[src/rtl/spi_master_gen.sv]
// SPI master: range-checked {data, addr, wr} frames shifted LSB first.
// Writes then wait for op_done; reads wait for ready and clock in the reply.
module spi_master_gen #(
  parameter int DATA_W   = 8,
  parameter int ADDR_W   = 8,
  parameter int MAX_ADDR = 32,
  parameter int CLK_DIV  = 2,
  parameter int TIMEOUT  = 64
) (
  input  logic              clk_i,
  input  logic              rst_ni,
  input  logic              newd_i,
  input  logic              wr_i,
  input  logic [ADDR_W-1:0] addr_i,
  input  logic [DATA_W-1:0] din_i,
  output logic [DATA_W-1:0] dout_o,
  output logic              done_o,
  output logic              err_o,
  output logic              busy_o,
  output logic              cs_o,
  output logic              sclk_o,
  output logic              mosi_o,
  input  logic              miso_i,
  input  logic              ready_i,
  input  logic              op_done_i
);

  localparam int FRAME_W = DATA_W + ADDR_W + 1;
  localparam int DIV_N   = 2 * CLK_DIV;
  localparam int DIV_W   = $clog2(DIV_N);
  localparam int BIT_W   = $clog2(FRAME_W);
  localparam int TMO_W   = $clog2(TIMEOUT);

  localparam logic [DIV_W-1:0] DIV_RISE  = DIV_W'(CLK_DIV - 1);
  localparam logic [DIV_W-1:0] DIV_LAST  = DIV_W'(DIV_N - 1);
  localparam logic [BIT_W-1:0] BITS_WR   = BIT_W'(FRAME_W - 1);
  localparam logic [BIT_W-1:0] BITS_RD   = BIT_W'(ADDR_W);
  localparam logic [BIT_W-1:0] BITS_DATA = BIT_W'(DATA_W - 1);
  // The wait counter would reach TIMEOUT-1 on this edge, so this is the last wait cycle.
  localparam logic [TMO_W-1:0] TMO_LAST  = TMO_W'(TIMEOUT - 2);

  typedef enum logic [2:0] {
    ST_IDLE       = 3'd0,
    ST_LOAD       = 3'd1,
    ST_CHECK      = 3'd2,
    ST_SEND       = 3'd3,
    ST_WAIT_DONE  = 3'd4,
    ST_WAIT_READY = 3'd5,
    ST_READ       = 3'd6,
    ST_ERROR      = 3'd7
  } state_e;

  state_e             state_q, state_d;
  logic [FRAME_W-1:0] frame_q, frame_d;
  logic               wr_q, wr_d;
  logic [DATA_W-1:0]  rx_q, rx_d;
  logic [DIV_W-1:0]   div_q, div_d;
  logic [BIT_W-1:0]   bit_q, bit_d;
  logic [TMO_W-1:0]   tmo_q, tmo_d;
  logic               cs_q, cs_d, sclk_q, sclk_d, mosi_q, mosi_d;
  logic               done_q, done_d, err_q, err_d, busy_q, busy_d;
  logic [DATA_W-1:0]  dout_q, dout_d;
  logic [DATA_W:0]    rx_shift_s;
  logic               bit_end_s;
  logic               addr_bad_s;

  assign rx_shift_s = {miso_i, rx_q};
  assign bit_end_s  = (div_q == DIV_LAST);
  assign addr_bad_s = (32'(frame_q[ADDR_W:1]) >= 32'(MAX_ADDR));

  // State, counters and registered outputs.
  always_ff @(posedge clk_i or negedge rst_ni) begin
    if (!rst_ni) begin
      state_q <= ST_IDLE;
      frame_q <= '0;
      wr_q    <= 1'b0;
      rx_q    <= '0;
      div_q   <= '0;
      bit_q   <= '0;
      tmo_q   <= '0;
      cs_q    <= 1'b1;
      sclk_q  <= 1'b0;
      mosi_q  <= 1'b0;
      done_q  <= 1'b0;
      err_q   <= 1'b0;
      busy_q  <= 1'b0;
      dout_q  <= '0;
    end else begin
      state_q <= state_d;
      frame_q <= frame_d;
      wr_q    <= wr_d;
      rx_q    <= rx_d;
      div_q   <= div_d;
      bit_q   <= bit_d;
      tmo_q   <= tmo_d;
      cs_q    <= cs_d;
      sclk_q  <= sclk_d;
      mosi_q  <= mosi_d;
      done_q  <= done_d;
      err_q   <= err_d;
      busy_q  <= busy_d;
      dout_q  <= dout_d;
    end
  end

  // Next-state and next-output logic.
  always_comb begin
    state_d = state_q;
    frame_d = frame_q;
    wr_d    = wr_q;
    rx_d    = rx_q;
    div_d   = div_q;
    bit_d   = bit_q;
    tmo_d   = tmo_q;
    cs_d    = cs_q;
    sclk_d  = sclk_q;
    mosi_d  = mosi_q;
    dout_d  = dout_q;
    done_d  = 1'b0;
    err_d   = 1'b0;
    case (state_q)
      ST_IDLE: begin
        if (newd_i) begin
          frame_d = {din_i, addr_i, wr_i};
          wr_d    = wr_i;
          state_d = ST_LOAD;
        end else begin
          state_d = ST_IDLE;
        end
      end
      ST_LOAD: state_d = ST_CHECK;
      ST_CHECK: begin
        if (addr_bad_s) begin
          state_d = ST_ERROR;
        end else begin
          cs_d    = 1'b0;
          mosi_d  = frame_q[0];
          sclk_d  = 1'b0;
          div_d   = '0;
          bit_d   = '0;
          state_d = ST_SEND;
        end
      end
      ST_SEND: begin
        if (div_q == DIV_RISE) begin
          sclk_d = 1'b1;
        end else begin
          sclk_d = sclk_q;
        end
        if (bit_end_s) begin
          sclk_d = 1'b0;
          div_d  = '0;
          if (bit_q == (wr_q ? BITS_WR : BITS_RD)) begin
            cs_d    = 1'b1;
            mosi_d  = 1'b0;
            bit_d   = '0;
            tmo_d   = '0;
            state_d = wr_q ? ST_WAIT_DONE : ST_WAIT_READY;
          end else begin
            bit_d   = bit_q + 1'b1;
            frame_d = frame_q >> 1;
            mosi_d  = frame_q[1];
          end
        end else begin
          div_d = div_q + 1'b1;
        end
      end
      ST_WAIT_DONE: begin
        if (op_done_i) begin
          done_d  = 1'b1;
          state_d = ST_IDLE;
        end else if (tmo_q == TMO_LAST) begin
          state_d = ST_ERROR;
        end else begin
          tmo_d = tmo_q + 1'b1;
        end
      end
      ST_WAIT_READY: begin
        if (ready_i) begin
          cs_d    = 1'b0;
          sclk_d  = 1'b0;
          div_d   = '0;
          bit_d   = '0;
          state_d = ST_READ;
        end else if (tmo_q == TMO_LAST) begin
          state_d = ST_ERROR;
        end else begin
          tmo_d = tmo_q + 1'b1;
        end
      end
      ST_READ: begin
        // miso is captured on the same edge that raises sclk.
        if (div_q == DIV_RISE) begin
          sclk_d = 1'b1;
          rx_d   = rx_shift_s[DATA_W:1];
        end else begin
          rx_d = rx_q;
        end
        if (bit_end_s) begin
          sclk_d = 1'b0;
          div_d  = '0;
          if (bit_q == BITS_DATA) begin
            cs_d    = 1'b1;
            dout_d  = rx_q;
            done_d  = 1'b1;
            bit_d   = '0;
            state_d = ST_IDLE;
          end else begin
            bit_d = bit_q + 1'b1;
          end
        end else begin
          div_d = div_q + 1'b1;
        end
      end
      ST_ERROR: begin
        cs_d    = 1'b1;
        done_d  = 1'b1;
        err_d   = 1'b1;
        state_d = ST_IDLE;
      end
      default: state_d = ST_IDLE;
    endcase
    busy_d = (state_d != ST_IDLE);
  end

  assign dout_o = dout_q;
  assign done_o = done_q;
  assign err_o  = err_q;
  assign busy_o = busy_q;
  assign cs_o   = cs_q;
  assign sclk_o = sclk_q;
  assign mosi_o = mosi_q;

endmodule

[config.mk]
export PLATFORM = sky130hd
export DESIGN_NAME = spi_master_gen
export DESIGN_NICKNAME = d
export VERILOG_FILES = /design/src/rtl/spi_master_gen.sv
export SDC_FILE = /design/constraint.sdc
export NUM_CORES = 1
export LEC_CHECK = 0
export CAP_MARGIN = 20
export CORE_MARGIN = 4
export CORE_UTILIZATION = 37
export DETAILED_ROUTE_END_ITERATION = 10
export PLACE_DENSITY = 0.64
export SLEW_MARGIN = 20
export SYNTH_ARGS = -nofsm -noshare
export SYNTH_HDL_FRONTEND = slang
export SYNTH_SLANG_ARGS = --single-unit
[constraint.sdc]
create_clock -name clk_i -period 2.3 [get_ports clk_i]
set_input_delay 0.345 -clock clk_i [delete_from_list [all_inputs] [get_ports clk_i]]
set_output_delay 0.345 -clock clk_i [all_outputs]
set_load 0.01 [all_outputs]
; After elaboration in Yosys (flattened, before gate mapping)
; Cells that the tools add are included.
[word_totals]
reg_bits = 56
in_bits = 23
out_inout_bits = 14
wordCells = 112
[classes]
add_sub_neg = 3
n_lt_le_gt_ge = 1
eq_ne = 23
mux = 52
reduce_logical = 19
[ops]
columns = cell, n
row1 = $mux 17, 3
row2 = $mux 5, 7
row3 = $pmux 17 s2, 1
row4 = $mux 6, 5
row5 = $mux 3, 8
row6 = $pmux 3 s8, 1
row7 = $ne 2x2->1 const B, 10
row8 = $pmux 5 s4, 1
row9 = $pmux 6 s3, 1
row10 = $mux 1, 17
row11 = $eq 3x3->1 const B, 4
row12 = $reduce_and 5->1, 2
row13 = $reduce_and 3->1, 3
row14 = $reduce_bool 3->1, 3
row15 = $ge 8x6->1 const B, 1
row16 = $reduce_and 4->1, 2
row17 = $reduce_and 7->1, 1
row18 = $add 6x1->6 const B, 1
row19 = $eq 3x2->1 const B, 2
row20 = $eq 6x6->1 const B, 1
row21 = $mux 2, 3
row22 = $pmux 1 s3, 2
row23 = $pmux 2 s3, 1
row24 = $add 5x1->5 const B, 1
row25 = other kinds (15), 17

; Longest topological paths before layout
; Gate-level depths: netlist of run 1.
[depth]
ltp_word = 6
ltp_mapped = 8
ltp_nobuf = 7

; Least setup slack after synthesis of run 1
; No wires, ideal clock.
[synth_timing]
path_type = register to register
start = register div_q[0]
end = register bit_q[0]
setup_time_ns = 0.125
t_arrival_ns = 1.689
required_time_ns = 2.175
path_slack_ns = 0.486
path_stages_with_launch = 8
path_buffers = 1
period_less_slack_ns = 1.814
path_cell_list = dfrtp_1 -> ha_1 -> clkbuf_8 -> inv_1 -> a21boi_2 -> o31ai_2 -> nor2b_1 -> mux2_2
[synth_between]
elab_chain_len = 3
word_cells_on_any_way = 4
cone_classes = eq/ne (3) / reduce/logical (1)
[synth_lines]
columns = item, line
row1 = start: declaration, 57  ; logic [DIV_W-1:0] div_q, div_d;
row2 = start signal: assignment, 93  ; div_q <= div_d;
row3 = $eq 2x2->1 (*), 68  ; assign bit_end_s = (div_q == DIV_LAST);
row4 = $ne 2x2->1 (no line), -
row5 = $reduce_and 5->1 (no line) (*), -
row6 = end signal: assignment, 94  ; bit_q <= bit_d;
row7 = end: declaration, 58  ; logic [BIT_W-1:0] bit_q, bit_d;
; Mark *: on every way between the ends. The rest lies on a longest branch, timed or not.
; A chain may end at the register's enable or synchronous reset.

; Worst setup path after layout of run 1
[layout_timing]
start = register state_q[1]
end = register bit_q[4]
[layout_between]
elab_chain_len = 3
word_cells_on_any_way = 11
cone_classes = eq/ne (8) / mux (1) / reduce/logical (2)
[layout_lines]
columns = item, line
row1 = start: declaration, 53  ; state_e state_q, state_d;
row2 = start signal: assignment, 89  ; state_q <= state_d;
row3 = $eq 3x3->1 / $eq 3x2->1 (equally long branches), 121  ; case (state_q)
row4 = $reduce_bool 4->1 (no line) / $ne 2x2->1 (equally long branches), -
row5 = $reduce_and 5->1 (no line), -
; Several ways; a longest one is shown, not always the timed one.

==> results of run 1 <==
==> logic make-up (layout without fill, tap and decap cells) <==
group / after synthesis / count (layout) / share of synthesized area [%]
simple gates: 79 / 79 / 15.5
flops: 56 / 56 / 49.7
compound gates: 54 / 54 / 13.5
mux: 35 / 35 / 13.3
buf+inv: 20 / 58 / 4.48
fa+ha+maj: 6 / 6 / 2.66
xor+xnor: 3 / 3 / 0.931
==> through the flow <==
stage          worst slack [ns]  cell area (sq um)  hold WS, ns
4_1_cts                   0.196               3390        0.192
3_5_place_dp              0.108               3260        0.497
5_1_grt                   0.133               3390        0.231
6_report                  0.290               3390        0.165
2_1_floorplan             0.486               2820       0.0494
3_3_place_gp              0.160               3260        0.488
==> worst reg2reg max path, delay by kind of cell, from the launching register on <==
| family | cells | cell delay, ns |
|---|---|---|
| and+or+nand+nor | 3 | 0.90 |
| DFF | 1 | 0.62 |
| AOI/OAI and AO/OA | 2 | 0.44 |
==> flip-flops by register name, indices dropped and copies added (netlist names), 2 cells and up <==
register	flops
frame_q	17
state_q	3
tmo_q	6
bit_q	5
rx_q	8
dout_o	8
div_q	2
==> cell type report <==
type	count	area [sq um]
Inverter	9	33.8
Tap cell	99	124
Multi-Input combinational cell	177	1300
Clock buffer	7	96.3
Fill cell	693	3940
Sequential cell	56	1400
Timing Repair Buffer	41	405
Clock inverter	1	30.0
==> repair_timing <==
| item | in CTS | in global routing |
|---|---|---|
| hold endpoints to repair | 0 | 0 |
| endpoints found under the setup margin | 0 | 1 |
| gates resized for setup | 0 | 1 |
| buffers inserted | 0 | 0 |
==> power by group <==
group	switching, uW	leakage (uW)	internal (uW)
Sequential	315	0.000695	1330
Combinational	723	0.000782	726
Clock	317	0.0000645	385
==> per-layer routing <==
layer,vias up,wire [microns],part of all wire [%],GRT usage [%]
met3,8,197,3.8,2.92
met5,-,0,0,0
li1,971,-,-,-
met4,0,80,1.5,4.09
met2,24,2460,47,20.1
met1,917,2470,47,16.7
==> cells in the mapped netlist, drive strengths merged (3+ instances only) <==
cell / instances
inv: 9
a21oi: 22
clkbuf: 3
a21o: 3
buf: 8
nor2b: 3
a31oi: 3
dfrtp: 55
o21ai: 7
nand3b: 3
nand2: 10
nand3: 10
o31ai: 3
mux2: 20
nor2: 31
nor3b: 3
xnor2: 3
ha: 6
and3: 5
mux2i: 15
==> path summary, 6_finish.rpt <==
| check | start | to | slack (ns) | cells after the start |
|---|---|---|---|---|
| setup / recovery | state_q[1]$_DFF_PN0_ | bit_q[4]$_DFFE_PN0P_ | 0.29 | 5 |
| hold / removal | rst_ni | done_o$_DFF_PN0_ | 0.17 | 2 |
| setup reg to reg | state_q[1]$_DFF_PN0_ | bit_q[4]$_DFFE_PN0P_ | 0.29 | 5 |
| hold reg to reg | dout_o[5]$_DFFE_PN0P_ | dout_o[5]$_DFFE_PN0P_ | 0.52 | 1 |
| max in group asynchronous | rst_ni | frame_q[5]$_DFFE_PN0P_ | 1.68 | 2 |
| min in group clk_i | dout_o[5]$_DFFE_PN0P_ | dout_o[5]$_DFFE_PN0P_ | 0.52 | 1 |
==> key figures, run 1 <==
Timing
  • Setup TNS Final: 0 ns
  • Final hold violations: 0
  • RSZ-0062 raised after global routing: false
  • Crit path time final: 2.01 ns
  • Tightest Pin Transition: 0.694 ns
  • FMAX: 498 MHz
  • Final setup violation count: 0
  • Worst slew margin: 53.7%
  • Final Skew: 0.00502 ns
  • Max Slew Vio Count: 0
  • Fin crit share: 87.4%

Yosys
  • Cell Area, Synth: 0.00282 sq mm
  • Post-Synthesis Cells: 253
  • Ys flop type: dfrtp_1
  • Largest cells by area after synthesis: dfrtp_1, mux2_2, mux2i_1, nor2_1, a21oi_1
  • Post-synth ARST share: 100%
  • Seq cells post-synth: 56
  • Area share of the largest cell type after synthesis: 48.8%
  • Number of flops mapped to enable cells by yosys: 0
  • Seq/Total Area, Yosys: 49.7%
  • Syn_area_per_cell: 11.2 sq um
  • Syn_nets: 282
  • Post-synthesis cell type count: 55
  • Synth Warn #: 0
  • Synth area leader: dfrtp_1

Clock network
  • CTS root buf: clkbuf_8
  • CTS Hold Bufs: 0
  • Num CTS Buffers: 5
  • Worst-skew pair later-pin latency: 0.31 ns
  • CTS tree: built
  • CTS Sinks: 56
  • CTS max path bufs: 2
  • Reg clk slew, reported paths: 0.10 ns
  • H-tree levels: 2

Drt
  • Via count: 1920
  • WL per Instance: 13.4 microns
  • Post-Route WL: 5210 microns
  • DRC: 0
  • First-pass DRT Iterations: 4
  • Routed Antenna Nets: 0
  • Drt initial violations: 83
  • Post-DR vias/cell: 4.92

Pwr
  • PwrDens: 1120 mW/mm^2
  • Worst vdd ir: 0.333 mV
  • Tot Pwr: 3790 uW
  • Leak: 0.00154 uW

Floorplanning
  • Die Wd: 95.3 microns
  • Initial Utilization: 38.5%
  • Die span in y: 95.3 microns
  • Num rows: 31
  • Top Ports: 37
  • Die footprint: 0.00909 sq mm
  • Core area: 0.00733 sq mm

Worst setup path
  • CP delay by family, top: simple AND/OR/NAND/NOR gates
  • Worst path cell trace: nor2b_4 -> a21boi_2 -> o31ai_4 -> or4b_1 -> nand3_1
  • Critical Path Max Stage Delay: 0.62 ns
  • Startpoint type of the worst setup path: flop
  • Max FO, Critical Path: 17
  • Slowest cell on crit path: dfrtp_1
  • Data arrival, critical path: 2.26 ns
  • WP data required: 2.55 ns
  • Critical path class: flop to flop
  • CP Buf/Inv Count: 0
  • Nature of the critical path endpoint: flop

Placement
  • Number of I/O port buffers: 36
  • Routability congestion estimate: 0.768
  • Final HPWL DP: 3640 microns
  • Post-Place Cells: 382

GRT
  • Vias in the first global route: 1915
  • Initial antenna violation count: 0
  • GR Util All Layers: 12.5%
  • Grt ovf: 0
  • Pin count of the biggest net entering global routing: 57
  • First-pass GRT wire length: 8960 microns

Min path
  • HP Class: primary input to asynchronous set/reset pin

Cells and area
  • Fin util: 46.3%
  • Commonest non-fill, non-tap cell in the layout: dfrtp_1
  • Finished Layout Cells: 390
  • N_diodes: 0
  • Share of cells above drive strength 1: 17.5%
  • Area delta synth->final: 20.3%
  • Most frequent cells in the layout: dfrtp_1, clkdlybuf4s50_1, nor2_1
  • Layout Nets: 319

Outcome
  • Status: completed

Job
  • Max Cap Viol: 0
(Power assumes the default switching activity.)
==> inputs of run 2 (changes only) <==
--- a/config.mk
+++ b/config.mk
@@ -12,2 +12,3 @@
 export PLACE_DENSITY = 0.64
+export RECOVER_POWER = 25
 export SLEW_MARGIN = 20
==> constraint.sdc (replaced) <==
create_clock -name clk_i -period 2.3 [get_ports clk_i]
set_input_delay 0.23 -clock clk_i [delete_from_list [all_inputs] [get_ports clk_i]]
set_output_delay 0.23 -clock clk_i [all_outputs]
set_load 0.01 [all_outputs]
==> run 2 against run 1 <==
Against the previous run: total power is 4.0% lower; global-route usage fell by 0.39 points; die area did not move; highest routed layer unchanged; via count grew 2.0%; non-clock buffer count is the same; clock skew increased by 0.0089 ns; utilization down 0.56 points; sequential power about the same; critical path depth is the same; largest power group unchanged; first-iteration DRC count down 14%; sequential share of layout area rose by 0.51 points; design area fell by 1.2%.
==> key figures, run 2 (same netlist as run 1, synthesis figures left out) <==
Outcome
  • Status: completed

Drt
  • First-pass DRT Iterations: 4 (unchanged)
  • Post-Route WL: 5200 microns (-0.27%)
  • Post-DR vias/cell: 5.02 (+2.0%)
  • Drt initial violations: 71 (-14%)
  • WL per Instance: 13.3 microns (-0.27%)
  • Via count: 1959 (+2.0%)
  • Routed Antenna Nets: 0 (unchanged)
  • DRC: 0 (unchanged)

Pwr
  • Gate power share: 39.4% (+1.2 points)
  • Psw: 1350 uW (-0.28%)
  • Cell Int Power: 2290 uW (-6.0%)
  • Clk pwr share: 15.5% (-3.0 points)
  • Leak: 0.00153 uW (-1.0%)
  • Flop pwr share: 45.1% (+1.8 points)
  • Worst vdd ir: 0.415 mV (+25%)
  • Sw Share: 37.1% (+1.4 points)
  • PwrDens: 1090 mW/mm^2 (-2.8%)

Worst setup path
  • Startpoint type of the worst setup path: flop
  • Data arrival, critical path: 2.30 ns (+0.04 ns)
  • Max FO, Critical Path: 18 (+1)
  • Critical path class: flop to flop
  • R2r startpoint: state_q[0]$_DFF_PN0_
  • Crit path from: state_q[0]$_DFF_PN0_
  • Nature of the critical path endpoint: flop
  • WP data required: 2.49 ns (-0.06 ns)

Clock network
  • CTS max path bufs: 2 (unchanged)
  • Worst-skew pair later-pin latency: 0.31 ns (about the same)
  • CTS Hold Bufs: 0 (unchanged)
  • H-tree levels: 2 (unchanged)
  • Num CTS Buffers: 5 (unchanged)
  • CTS root buf: clkbuf_8
  • Setup Buffers After CTS: 0 (unchanged)
  • CTS tree: built
  • Reg clk slew, reported paths: 0.10 ns (about the same)
  • CTS Sinks: 56 (unchanged)
  • Resize count post-CTS: 0 (unchanged)

Placement
  • Final HPWL DP: 3700 microns (+1.7%)
  • Routability congestion estimate: 0.820 (+6.7%)
  • Number of I/O port buffers: 36 (unchanged)

Cells and area
  • Fin util: 45.7% (-0.56 points)
  • Most frequent cells in the layout: dfrtp_1, clkdlybuf4s50_1, nor2_1
  • Commonest non-fill, non-tap cell in the layout: dfrtp_1
  • Register with the highest flop count: frame_q
  • Share of cells above drive strength 1: 17.5% (unchanged)
  • Layout Nets: 319 (unchanged)
  • Max FFs per register: 17 (unchanged)
  • N_diodes: 0 (unchanged)
  • Area delta synth->final: 18.8%

Timing
  • Final setup violation count: 0 (unchanged)
  • FMAX: 475 MHz (-4.5%)
  • Setup TNS Final: 0 ns (unchanged)
  • Final hold violations: 0 (unchanged)
  • Worst slew margin: 10.1% (-44 points)
  • RSZ-0062 raised after global routing: false
  • Crit path time final: 2.10 ns (+0.0938 ns)
  • Tightest Pin Transition: 1.35 ns (+0.654 ns)
  • Max Slew Vio Count: 0 (unchanged)
  • Final Skew: 0.0139 ns (+0.00889 ns)
  • Fin crit share: 91.5% (+4.1 points)

Floorplanning
  • Core area: 0.00733 sq mm (unchanged)
  • Die span in y: 95.3 microns (unchanged)
  • Die Wd: 95.3 microns (unchanged)
  • Num rows: 31 (unchanged)
  • Die footprint: 0.00909 sq mm (unchanged)
  • Initial Utilization: 38.5% (unchanged)
  • Top Ports: 37 (unchanged)

GRT
  • Initial antenna violation count: 0 (unchanged)
  • First-pass GRT wire length: 8760 microns (-2.2%)
  • GR Util All Layers: 12.1% (-0.39 points)
  • Pin count of the biggest net entering global routing: 57 (unchanged)
  • Grt ovf: 0 (unchanged)
  • Vias in the first global route: 1924 (+0.47%)

Min path
  • HP Class: primary input to asynchronous set/reset pin

Job
  • Max Cap Viol: 0 (unchanged)
[run 2: routing by layer]
metal  GRT usage, %  up-vias  part of all wire (%)  routed length [microns]
met5              0        -                     0                        0
met4           3.73        0                   1.3                       69
met3           2.76        5                   4.4                      226
met2           19.2       32                    47                     2440
met1           16.4      948                    47                     2460
li1               -      974                     -                        -
[run 2: path summary, 6_finish.rpt]
path | to | slack [ns] | cells after the start
max in group asynchronous | state_q[0]$_DFF_PN0_ | 1.18 | 2
max | bit_q[0]$_DFFE_PN0P_ | 0.20 | 5
min in group clk_i | frame_q[16]$_DFFE_PN0P_ | 0.49 | 3
min reg2reg | sclk_o$_DFFE_PN0P_ | 0.51 | 1
max reg2reg | bit_q[0]$_DFFE_PN0P_ | 0.20 | 5
min | tmo_q[5]$_DFFE_PN0P_ | 0.29 | 2
[run 2: worst max-delay path: stages, from the launching register on]
cell	delay, ns
dfrtp_1	0.69
inv_1	0.13
and3_1	0.22
o31ai_2	0.52
nor2b_1	0.15
mux2_2	0.29
[run 2: power by group through the flow]
stage               registers [uW]  clock network [uW]  logic, uW
floorplan                     1560                   0       1190
global placement              1650                   0       1430
detailed placement            1660                   0       1450
CTS                           1640                 594       1450
global route                  1700                 622       1620
finish                        1640                 565       1440
[run 2: layout make-up]
class	instances	area, sq um
clock inverter	2	13.8
multi-input combinational	177	1290
sequential	56	1400
timing repair buffer	41	403
fill	676	3980
inverter	9	33.8
tap	99	124
clock buffer	6	82.6
[run 2: through the flow]
stage / setup WS [ns] / total power [uW] / instances / hold WS (ns) / cell area [sq um]
4_1_cts: 0.213 / 3690 / 390 / 0.0698 / 3360
6_report: 0.196 / 3640 / 390 / 0.288 / 3350
3_5_place_dp: 0.216 / 3110 / 382 / 0.420 / 3260
5_1_grt: 0.00536 / 3940 / 390 / 0.419 / 3350
2_1_floorplan: 0.486 / 2750 / 253 / -0.0656 / 2820
3_3_place_gp: 0.279 / 3080 / 382 / 0.420 / 3260
